[config.mk]
export PLATFORM = sky130hd
export DESIGN_NAME = fetch_stage
export DESIGN_NICKNAME = d
export VERILOG_FILES = /design/src/rtl/fetch_stage.sv
export SDC_FILE = /design/constraint.sdc
export NUM_CORES = 1
export LEC_CHECK = 0
export CORE_MARGIN = 3
export CORE_UTILIZATION = 39
export DETAILED_ROUTE_END_ITERATION = 8
export PLACE_DENSITY_LB_ADDON = 0.05
export SETUP_SLACK_MARGIN = 0.4
export SYNTH_ARGS = -nofsm -noshare
export SYNTH_HDL_FRONTEND = slang
export SYNTH_SLANG_ARGS = --single-unit
export TNS_END_PERCENT = 5
[constraint.sdc]
create_clock -name clk -period 1.8 [get_ports clk]
set_input_delay 0.27 -clock clk [delete_from_list [all_inputs] [get_ports clk]]
set_output_delay 0.27 -clock clk [all_outputs]
set_load 0.05 [all_outputs]
[src/rtl/fetch_stage.sv]
// fetch_stage: instruction-fetch stage of the pipelined MIPS datapath.
// Holds the word-addressed PC, presents it to the combinational instruction
// memory, and registers the returned word into the IF/ID register.
// Supports stall, redirect with flush, a sticky halt and a delivered count.
module fetch_stage #(
  parameter logic [7:0] RESET_PC = 8'h00,
  parameter int         CNT_W    = 16
) (
  input  logic             clk,
  input  logic             rst,
  input  logic             stall_i,
  input  logic             redirect_i,
  input  logic [7:0]       redirect_pc_i,
  input  logic             halt_i,
  output logic [7:0]       pc_o,
  input  logic [31:0]      instr_i,
  output logic [31:0]      instr_d,
  output logic [7:0]       pc_plus1_d,
  output logic             valid_d,
  output logic             halted_o,
  output logic [CNT_W-1:0] fetch_count_o
);

  typedef enum logic {RUN, HALT} state_t;

  localparam logic [CNT_W-1:0] CNT_ONE = CNT_W'(1);

  state_t     state_reg;
  logic [7:0] pc_plus1_next;

  // Sequential PC; 8-bit add wraps FF -> 00 naturally.
  assign pc_plus1_next = pc_o + 8'd1;

  // Fetch FSM: priority halt > redirect > stall > normal fetch while running.
  always_ff @(posedge clk or posedge rst) begin
    if (rst) begin
      state_reg     <= RUN;
      pc_o          <= RESET_PC;
      instr_d       <= 32'h0;
      pc_plus1_d    <= 8'h0;
      valid_d       <= 1'b0;
      halted_o      <= 1'b0;
      fetch_count_o <= '0;
    end else begin
      case (state_reg)
        RUN: begin
          if (halt_i) begin
            // Freeze PC and IF/ID contents; drop the valid bit for good.
            state_reg <= HALT;
            halted_o  <= 1'b1;
            valid_d   <= 1'b0;
          end else if (redirect_i) begin
            // Wrong-path word is discarded; target is fetched next cycle.
            pc_o    <= redirect_pc_i;
            valid_d <= 1'b0;
          end else if (!stall_i) begin
            instr_d       <= instr_i;
            pc_plus1_d    <= pc_plus1_next;
            valid_d       <= 1'b1;
            pc_o          <= pc_plus1_next;
            fetch_count_o <= fetch_count_o + CNT_ONE;
          end
          // Stall: everything holds.
        end
        HALT: begin
          // Only reset leaves HALT; all other inputs are ignored.
          valid_d  <= 1'b0;
          halted_o <= 1'b1;
        end
        default: begin
          state_reg <= RUN;
        end
      endcase
    end
  end

endmodule
==> run_results.csv, run 1 <==
group,metric,value,unit
status,status,"finished with violations",
status,violations,"setup timing",
clock_network,numCtsBuffers,9,
grt,grt_overflow,0,
placement,portBuffers,110,
routing,routed_wirelength,7190,um
cells_and_area,antenna_cells,0,
sta,slew_viol_final,0,
synth,ys.flop_type,"dfrtp_1",
routing,dr_wl_met2,3410,um
clock_network,cts_tree,"done",
synth,async_reset_ff_share,100,%
sta,fmax,532,MHz
routing,highest_layer,"met4",
sta,rsz0062_at_grt,"yes",
setup_path,cp_max_fo,4,
synth,synthTopCellsByArea,"dfrtp_1 60%, nand2_1 16%, xnor2_1 4.4%",
synth,synth-seq-area-share,59.5,%
synth,syn_inst,298,
grt,grt_use_total,17.5,%
synth,synth_edf_count,0,
sta,whs,0.270,ns
clock_network,cts_hold_buf,0,
routing,drcViolationCount,0,
cells_and_area,fin_nets,473,
clock_network,clock_latency,0.33,ns
hold_path,hp-class,"in2async",
power,leakagePower,2.14,nW
clock_network,clockBufferDepth,2,
setup_path,critPathCaptureType,"flip-flop",
synth,synth-simple-area-share,23.7,%
floorplan,num_io_pins,111,
synth,syn_avg_cell_area,9.45,um^2
clock_network,htree_levels,3,
floorplan,die_y,91.0,um
routing,dr.pass1.iters,4,
sta,relSlewSlack,66.4,%
synth,ys_types,33,
floorplan,start_util,40.8,%
cells_and_area,regMostFlops,"instr_d",
synth,yosys.area.top_type_share,59.5,%
routing,drt-vias-per-instance,4.76,
routing,drt-met1-wl,3240,um
sta,fin_crit_sh,104,%
setup_path,arrival,2.13,ns
synth,ys_ff_latch,67,
sta,max_slew.worst_pin.slew,0.504,ns
grt,antenna_found_initial,0,
sta,min_period,1.88,ns
sta,setup_viol,3,
synth,syn_area,2820,um^2
grt,grt_max_degree,51,
synth,synth-xor-area-share,6.53,%
power,irDropWorstVdd,0.374,mV
synth,yosysWarningCount,0,
routing,wl_met3,429,um
cells_and_area,top_regs,"instr_d (32), fetch_count_o (16)",
power,power.density,772,nW/um^2
grt,grt_pass1_wl,11700,um
run,maxCapViolCount,0,
floorplan,coreArea,6910,um^2
routing,drt-initial-drc-count,39,
setup_path,worstSetupStartpointType,"flip-flop",
cells_and_area,syn_to_final_growth,57.2,%
cells_and_area,largest_reg_flops,32,
synth,synth_compound_area_share,6.00,%
placement,finalWeightedCongestion,0.764,
clock_network,clock-sinks,67,
floorplan,core.rowCount,30,
setup_path,critPathRequiredTime,2.05,ns
routing,via_count,2506,
floorplan,die_x,91.0,um
routing,ant_nets,0,
placement,placed_area,4100,um^2
clock_network,clkTransAtPathRegs,0.07,ns
clock_network,root_buffer,"clkbuf_8",
grt,grt_pass1_vias,2362,
sta,finalClockSkew,0.0102,ns
routing,routedWlPerCell,13.7,um
floorplan,die_area,8280,um^2
synth,synth_top_family_by_area,"simple AND/OR/NAND/NOR gates",
cells_and_area,design_area,4430,um^2
synth,yosys.area_share.adder,0.888,%
synth,synthMuxAreaShare,0.355,%
sta,finalHoldViolCount,0,
synth,synth_top_area_cell,"dfrtp_1",
placement,dp_hpwl,5030,um
cells_and_area,drive_above_1_share,27.4,%
synth,synth_nets,345,
sta,setup_ws,-0.0786,ns
setup_path,crit_type,"reg2reg",
-- worst max-delay path, cell delays in order, from the launching register on --
cell     delay, ns
dfrtp_1       0.39
or4_4         0.52
or4_4         0.54
nor3b_4       0.19
xor2_1        0.16
-- worst paths after layout --
kind / end / start / cells after the start / slack [ns]
min in group clk: instr_d[11] / instr_i[11] / 3 / 0.46
setup / recovery: fetch_count_o[14] / state_reg / 4 / -0.08
hold reg to reg: instr_d[18] / instr_d[18] / 2 / 0.47
max in group asynchronous: pc_o[1] / rst / 3 / 0.99
setup reg to reg: fetch_count_o[14] / state_reg / 4 / -0.08
hold / removal: pc_plus1_d[7] / rst / 2 / 0.27
-- synth_stat cells (all sizes together) (2+ instances only) --
master and number:
clkbuf 11, nor3b 2, or4 2, xnor2 14, dfrtp 67, nand2 118, a21oi 7, and4 2
o211ai 2, nand4 4, ha 2, nand3 9, inv 9, nor3 7, o21ai 12, nor4 2
nor2 7, xor2 7, o22ai 3
-- cell families (layout without fill, tap and decap cells) --
family | after synthesis | in the layout
fa+ha+maj | 2 | 2
buf+inv | 22 | 154
mux | 1 | 1
simple gates | 156 | 156
compound gates | 29 | 29
flops | 67 | 67
xor+xnor | 21 | 21
-- where the power goes --
group	switching [mW]	leakage [nW]	total (mW)	internal, mW
clock network	0.536	0.0860	1.06	0.524
logic	0.441	1.18	0.705	0.264
registers	0.0679	0.871	1.65	1.58
total	1.05	2.14	3.42	2.37
-- metrics by stage --
stage	setup TNS, ns	util, %	setup WS [ns]	power [mW]	instances
3_3_place_gp	-17.13	59.4	-0.613	2.38	510
6_report	-0.184	64.1	-0.0786	3.42	526
4_1_cts	-0.166	63.5	-0.0803	3.45	526
5_1_grt	-0.541	64.1	-0.130	3.59	526
3_5_place_dp	-17.54	59.4	-0.643	2.39	510
2_1_floorplan	-0.601	-	-0.143	2.07	298
-- final cells by class --
cell class	instances	area, um^2
Timing Repair Buffer	129	1260
Clock inverter	3	15.0
Inverter	10	41.3
Sequential cell	67	1680
Multi-Input combinational cell	209	1170
Tap cell	96	120
Fill cell	631	2480
Clock buffer	12	145
-- per-layer routing --
metal	up-vias	GRT usage, %
met5	-	0
met4	0	6.78
met3	11	4.23
met2	75	26.8
met1	1195	24.1
li1	1225	-
-- placed cells by master, fill, tap and decap left out, types with 8 or more instances in the layout --
cell / netlist / routed
nand2_1: 118 / 116
xnor2_1: 14 / 14
clkbuf_8: 0 / 10
inv_1: 9 / 8
clkdlybuf4s50_1: 0 / 43
clkdlybuf4s15_2: 0 / 34
o21ai_0: 12 / 12
dfrtp_1: 67 / 66
buf_4: 0 / 41
-- what timing repair did --
item,in CTS,in global routing
setup endpoints to repair,97,63
pin swaps,10,9
buffers inserted,1,0
gates resized for setup,128,14
(Power assumes the default switching activity.)
==> run 2: changes to the inputs <==
- CTS_CLUSTER_DIAMETER: default -> 120
==> results of run 2 <==
Final layout, timing and power as in run 1 (identical DEF).
